[src/rtl/spi_cmd_pkg.sv]
// Shared definitions for the SPI command decoder: frame layout, opcodes and FSM encoding.
package spi_cmd_pkg;

    localparam int OPCODE_W  = 8;
    localparam int PAYLOAD_W = 16;
    localparam int FRAME_W   = OPCODE_W + PAYLOAD_W;

    localparam logic [OPCODE_W-1:0] OP_NOP    = 8'h00;
    localparam logic [OPCODE_W-1:0] OP_INIT   = 8'h01;
    localparam logic [OPCODE_W-1:0] OP_WR_INV = 8'h02;
    localparam logic [OPCODE_W-1:0] OP_RD_INV = 8'h03;
    localparam logic [OPCODE_W-1:0] OP_WR_LED = 8'h04;
    localparam logic [OPCODE_W-1:0] OP_RD_LED = 8'h05;

    typedef enum logic [2:0] {
        IDLE  = 3'd0,
        ACK   = 3'd1,
        EXEC  = 3'd2,
        REPLY = 3'd3,
        DONE  = 3'd4
    } state_t;

    function automatic logic [OPCODE_W-1:0] frame_opcode(input logic [FRAME_W-1:0] f);
        return f[OPCODE_W-1:0];
    endfunction

    function automatic logic [PAYLOAD_W-1:0] frame_payload(input logic [FRAME_W-1:0] f);
        return f[FRAME_W-1:OPCODE_W];
    endfunction

endpackage

[src/rtl/spi_cmd_decoder_if.sv]
// Frame/reply handshake between the SPI slave (master modport) and the command decoder (slave modport).
interface spi_cmd_decoder_if;

    logic                                rd_data_available;
    logic [spi_cmd_pkg::FRAME_W-1:0]     rd_data;
    logic                                rd_ack;
    logic                                wr_buffer_free;
    logic                                wr_en;
    logic [spi_cmd_pkg::PAYLOAD_W-1:0]   wr_data;

    modport master (
        output rd_data_available, rd_data, wr_buffer_free,
        input  rd_ack, wr_en, wr_data
    );

    modport slave (
        input  rd_data_available, rd_data, wr_buffer_free,
        output rd_ack, wr_en, wr_data
    );

endinterface

[src/rtl/spi_cmd_decoder.sv]
// Decodes SPI frames: writes update LED/scratch registers, reads load a 16-bit reply
// into the slave's write buffer, unknown opcodes bump a saturating error counter.
module spi_cmd_decoder
    import spi_cmd_pkg::*;
#(
    parameter logic [PAYLOAD_W-1:0] LED_RESET = 16'h0000,
    parameter logic [7:0]           ERR_SAT   = 8'hFF
) (
    input  logic                 clk,
    input  logic                 reset,
    spi_cmd_decoder_if.slave     bus,
    output logic [PAYLOAD_W-1:0] leds,
    output logic [7:0]           err_count,
    output logic                 busy
);

    function automatic logic [7:0] sat_inc(input logic [7:0] v);
        return (v >= ERR_SAT) ? ERR_SAT : v + 8'd1;
    endfunction

    state_t               state, state_nxt;
    logic [FRAME_W-1:0]   frame;
    logic                 frame_ld;
    logic                 rd_ack, rd_ack_nxt;
    logic                 wr_en, wr_en_nxt;
    logic [PAYLOAD_W-1:0] wr_data, wr_data_nxt;
    logic [PAYLOAD_W-1:0] leds_nxt;
    logic [PAYLOAD_W-1:0] scratch, scratch_nxt;
    logic [7:0]           err_nxt;
    logic [OPCODE_W-1:0]  opcode;
    logic [PAYLOAD_W-1:0] payload;

    assign opcode  = frame_opcode(frame);
    assign payload = frame_payload(frame);

    always_ff @(posedge clk or posedge reset) begin
        if (reset) begin
            state     <= IDLE;
            rd_ack    <= 1'b0;
            wr_en     <= 1'b0;
            wr_data   <= '0;
            leds      <= LED_RESET;
            scratch   <= '0;
            err_count <= '0;
        end else begin
            state     <= state_nxt;
            rd_ack    <= rd_ack_nxt;
            wr_en     <= wr_en_nxt;
            wr_data   <= wr_data_nxt;
            leds      <= leds_nxt;
            scratch   <= scratch_nxt;
            err_count <= err_nxt;
        end
    end

    // The frame holding register is pure data and is only consumed after a load.
    always_ff @(posedge clk) begin
        if (frame_ld) frame <= bus.rd_data;
    end

    always_comb begin
        state_nxt   = state;
        frame_ld    = 1'b0;
        rd_ack_nxt  = 1'b0;
        wr_en_nxt   = 1'b0;
        wr_data_nxt = wr_data;
        leds_nxt    = leds;
        scratch_nxt = scratch;
        err_nxt     = err_count;
        case (state)
            IDLE: begin
                if (bus.rd_data_available) begin
                    state_nxt  = ACK;
                    rd_ack_nxt = 1'b1;
                    frame_ld   = 1'b1;
                end
            end
            // Spare cycle so the slave has dropped rd_data_available before IDLE looks again.
            ACK: state_nxt = EXEC;
            EXEC: begin
                state_nxt = IDLE;
                case (opcode)
                    OP_NOP, OP_INIT: ;
                    OP_WR_INV: scratch_nxt = payload;
                    OP_RD_INV: begin
                        wr_data_nxt = ~scratch;
                        state_nxt   = REPLY;
                    end
                    OP_WR_LED: leds_nxt = payload;
                    OP_RD_LED: begin
                        wr_data_nxt = leds;
                        state_nxt   = REPLY;
                    end
                    default: err_nxt = sat_inc(err_count);
                endcase
            end
            REPLY: begin
                if (bus.wr_buffer_free) begin
                    wr_en_nxt = 1'b1;
                    state_nxt = DONE;
                end
            end
            DONE: state_nxt = IDLE;
            default: state_nxt = IDLE;
        endcase
    end

    assign bus.rd_ack  = rd_ack;
    assign bus.wr_en   = wr_en;
    assign bus.wr_data = wr_data;
    assign busy        = (state != IDLE);

endmodule

[src/flat_wrapper.sv]
// flat-port wrapper written by rule: the top's interface ports become plain ports
module spi_cmd_decoder_flat import spi_cmd_pkg::*;
#(
    parameter logic [PAYLOAD_W-1:0] LED_RESET = 16'h0000,
    parameter logic [7:0]           ERR_SAT   = 8'hFF
)
  (clk, reset, leds, err_count, busy, bus_rd_data_available, bus_rd_data, bus_wr_buffer_free, bus_rd_ack, bus_wr_en, bus_wr_data);
  spi_cmd_decoder_if bus_i ();
  input  logic clk;
  input  logic reset;
  output logic [PAYLOAD_W-1:0] leds;
  output logic [7:0] err_count;
  output logic busy;
  input wire logic [$bits(bus_i.rd_data_available)-1:0] bus_rd_data_available;
  input wire logic [$bits(bus_i.rd_data)-1:0] bus_rd_data;
  input wire logic [$bits(bus_i.wr_buffer_free)-1:0] bus_wr_buffer_free;
  output wire logic [$bits(bus_i.rd_ack)-1:0] bus_rd_ack;
  output wire logic [$bits(bus_i.wr_en)-1:0] bus_wr_en;
  output wire logic [$bits(bus_i.wr_data)-1:0] bus_wr_data;
  assign bus_i.rd_data_available = bus_rd_data_available;
  assign bus_i.rd_data = bus_rd_data;
  assign bus_i.wr_buffer_free = bus_wr_buffer_free;
  assign bus_rd_ack = bus_i.rd_ack;
  assign bus_wr_en = bus_i.wr_en;
  assign bus_wr_data = bus_i.wr_data;
  spi_cmd_decoder #(.LED_RESET(LED_RESET), .ERR_SAT(ERR_SAT)) u_core (.clk(clk), .reset(reset), .bus(bus_i), .leds(leds), .err_count(err_count), .busy(busy));
endmodule
[config.mk]
export PLATFORM = sky130hd
export DESIGN_NAME = spi_cmd_decoder_flat
export DESIGN_NICKNAME = d
export VERILOG_FILES = /design/src/rtl/spi_cmd_pkg.sv /design/src/rtl/spi_cmd_decoder_if.sv /design/src/rtl/spi_cmd_decoder.sv /design/src/flat_wrapper.sv
export SDC_FILE = /design/constraint.sdc
export NUM_CORES = 1
export LEC_CHECK = 0
export BUFFER_PORTS_ARGS = -buffer_cell sky130_fd_sc_hd__buf_2
export CELL_PAD_IN_SITES_DETAIL_PLACEMENT = 0
export CELL_PAD_IN_SITES_GLOBAL_PLACEMENT = 1
export CORE_ASPECT_RATIO = 1.25
export CORE_MARGIN = 3
export CORE_UTILIZATION = 45
export CTS_CLUSTER_SIZE = 25
export DETAILED_ROUTE_END_ITERATION = 10
export PLACE_DENSITY_LB_ADDON = 0.1
export SYNTH_ARGS = -nofsm -noshare
export SYNTH_HDL_FRONTEND = slang
export SYNTH_SLANG_ARGS = --single-unit
export TNS_END_PERCENT = 10
[constraint.sdc]
create_clock -name clk -period 3.23 [get_ports clk]
set_input_delay 0.323 -clock clk [delete_from_list [all_inputs] [get_ports clk]]
set_output_delay 0.323 -clock clk [all_outputs]
set_load 0.005 [all_outputs]
==> flow_summary.toml <==
[placement]
dp.final_hpwl_um = 4420
gp_congestion = 0.7159
dpl_worst_slack_ps = 1021
numPortBuffers = 70

[clock_tree]
clk_path_buf_depth = 2
post_cts_buffers = 0
cts_resized = 0
clk_pin_slew_ps = 80
tritoncts = "done"
cts_max_level = 3
clock-sinks = 85
clk_latency_ps = 340
cts-root-buf = "clkbuf_8"
cts_made_buffers = 9
cts-hold-fix-buffers = 0

[floorplanning]
fp.coreArea_sq_um = 7532
die_area_sq_um = 8979
die_w_um = 85.36
rows = 35
initial_utilization_pct = 47.03
ios = 71
fp.dieH_um = 105.2

[sta]
worstMarginPinSlew_ps = 748.3
layout_min_cycle_time_ps = 2232
relSlewSlack_pct = 50.04
worst_slack_ps = 998.5
fmax_mhz = 448.1
tns_ps = 0
finalClockSkew_ps = 12.37
hold_viol_final = 0
timing.final.crit_share_pct = 69.09
rsz0062_at_grt = "no"
setup_viol = 0
final_max_slew_viol_count = 0

[synthesis]
yosys_warnings = 0
synthesis.area_sq_um = 3542
synth.avg_cell_area_sq_um = 15.20
synth_commonest_cells = "dfrtp_1, mux2_2, edfxtp_1, mux2_4, inv_1"
synth_top_area_share_pct = 43.09
ys_types = 33
async_reset_ff_share_pct = 71.76
synthFlopType = "dfrtp_1"
synth_area_leaders = "dfrtp_1, edfxtp_1, mux2_2"
postSynthCellCount = 233
synth_edf_count = 24
synth_most_common_cell = "dfrtp_1"
ys_seq_area_share_pct = 63.44
ys_ff_latch = 85
yosys.area.top_type = "dfrtp_1"
synth_nets = 262

[final_layout]
nNetsFinal = 341
fin_util_pct = 55.86
num_antenna_cells = 0
drive_above_1_share_pct = 46.37
fillers = 669
area_growth_pct = 18.79

[routing]
finalWirelength_um = 6316
vias = 2018
vias_per_cell = 4.934
drt_iter0_markers = 66
antenna_left = 0
first_pass_iters = 4
wl_per_cell_um = 15.44
drc = 0

[grt]
antenna_found_initial = 0
first_global_vias = 2064
grt_pass1_wl_um = 10430
grt-ovfl-total = 0
grt_max_degree = 35
track_usage_pct = 15.37

[power_and_ir_drop]
leakage_nw = 2.189
ir_worst_vdd_uv = 356.8
power_density_nw_per_um2 = 661.9

[setup_path]
critPathKind = "reg2reg"
required_ps = 3450
crit_path_start_kind = "register"
endpoint_kind = "register"
r2r_slack_ps = 1000
critPathArrivalTime_ps = 2450
path_max_fanout = 16

[hold_path]
hold_class = "in2async"

[status]
status = "finished clean"

[flow_run]
maxCapViolations = 0
==> logic make-up (layout without fill, tap and decap cells) <==
| logic type | after synthesis | in the layout | share of synthesized area [%] |
|---|---|---|---|
| adders and majority gates | 1 | 1 | 0.3532 |
| DFF | 85 | 85 | 63.44 |
| buffers and inverters | 26 | 110 | 4.203 |
| muxes | 67 | 67 | 22.82 |
| and+or+nand+nor | 39 | 39 | 6.394 |
| xor gates and xnor gates | 2 | 2 | 0.4946 |
| AOI/OAI and AO/OA | 13 | 13 | 2.296 |
==> through the flow <==
stage	instances	hold slack, ps	power, mW	cell area [sq um]
after global routing	409	121.0	2.961	4208
after CTS	409	117.2	2.827	4208
after floorplan	233	421.9	1.758	3542
final	409	98.92	2.785	4208
after detailed placement	393	490.8	1.979	3976
after global placement	393	485.7	1.968	3976
==> worst max-delay path, cell delays in order, from the launching register on <==
cell and delay [ps]:
edfxtp_1 360, nor3_1 450, nand2_1 230, or4b_4 710, mux2_4 350
==> cell type report <==
| type | count | area, sq um | share of cell area [%] |
|---|---|---|---|
| clock buffers | 10 | 148.9 | 3.539 |
| multi-input cells | 122 | 1155 | 27.45 |
| repair buffers | 75 | 387.9 | 9.218 |
| flip-flops and latches | 85 | 2247 | 53.40 |
| clock inverters | 6 | 82.58 | 1.963 |
| well taps | 92 | 115.1 | 2.736 |
| inverters | 19 | 71.32 | 1.695 |
==> report_power, final <==
group / switching, mW / total [mW] / internal (mW)
registers: 0.137 / 1.47 / 1.33
clock network: 0.363 / 0.843 / 0.480
logic: 0.232 / 0.476 / 0.244
==> routing by layer <==
metal / wire (um) / vias up / GRT usage [%] / share of wire, %
met4: 76 / 0 / 7.127 / 1.2
met3: 285 / 8 / 3.391 / 4.5
met5: 0 / - / 0 / 0
li1: - / 988 / - / -
met1: 2778 / 974 / 20.24 / 44
met2: 3176 / 48 / 24.06 / 50
==> placed cells by master (no fill, tap or decap), types with 3 or more instances in the layout <==
master / instances
nand3_1: 5
mux2_2: 30
nand2_1: 11
nor2_1: 3
dfrtp_1: 61
edfxtp_1: 24
buf_2: 70
o21ai_0: 3
mux2i_1: 17
inv_1: 18
or3_1: 3
clkbuf_8: 9
buf_4: 5
a21oi_1: 5
mux2_4: 20
==> path summary, 6_finish.rpt <==
path                                       start                    end  cells after the start
max                              u_core.frame[3]      u_core.scratch[9]                      4
min in group clk                 bus_rd_data[22]       u_core.frame[22]                      1
max reg2reg                      u_core.frame[3]      u_core.scratch[9]                      4
min reg2reg                u_core.bus.wr_data[8]  u_core.bus.wr_data[8]                      1
max in group asynchronous                  reset        u_core.leds[12]                      3
min                                        reset    u_core.err_count[3]                      2
==> registers in the layout, summed over array words and instances, names as in the netlist <==
name / count
u_core.state: 3
u_core.bus.wr_data: 16
u_core.bus.rd_ack: 1
u_core.err_count: 8
u_core.leds: 16
u_core.scratch: 16
u_core.bus.wr_en: 1
u_core.frame: 24
Power figures use the tool's default switching activity.
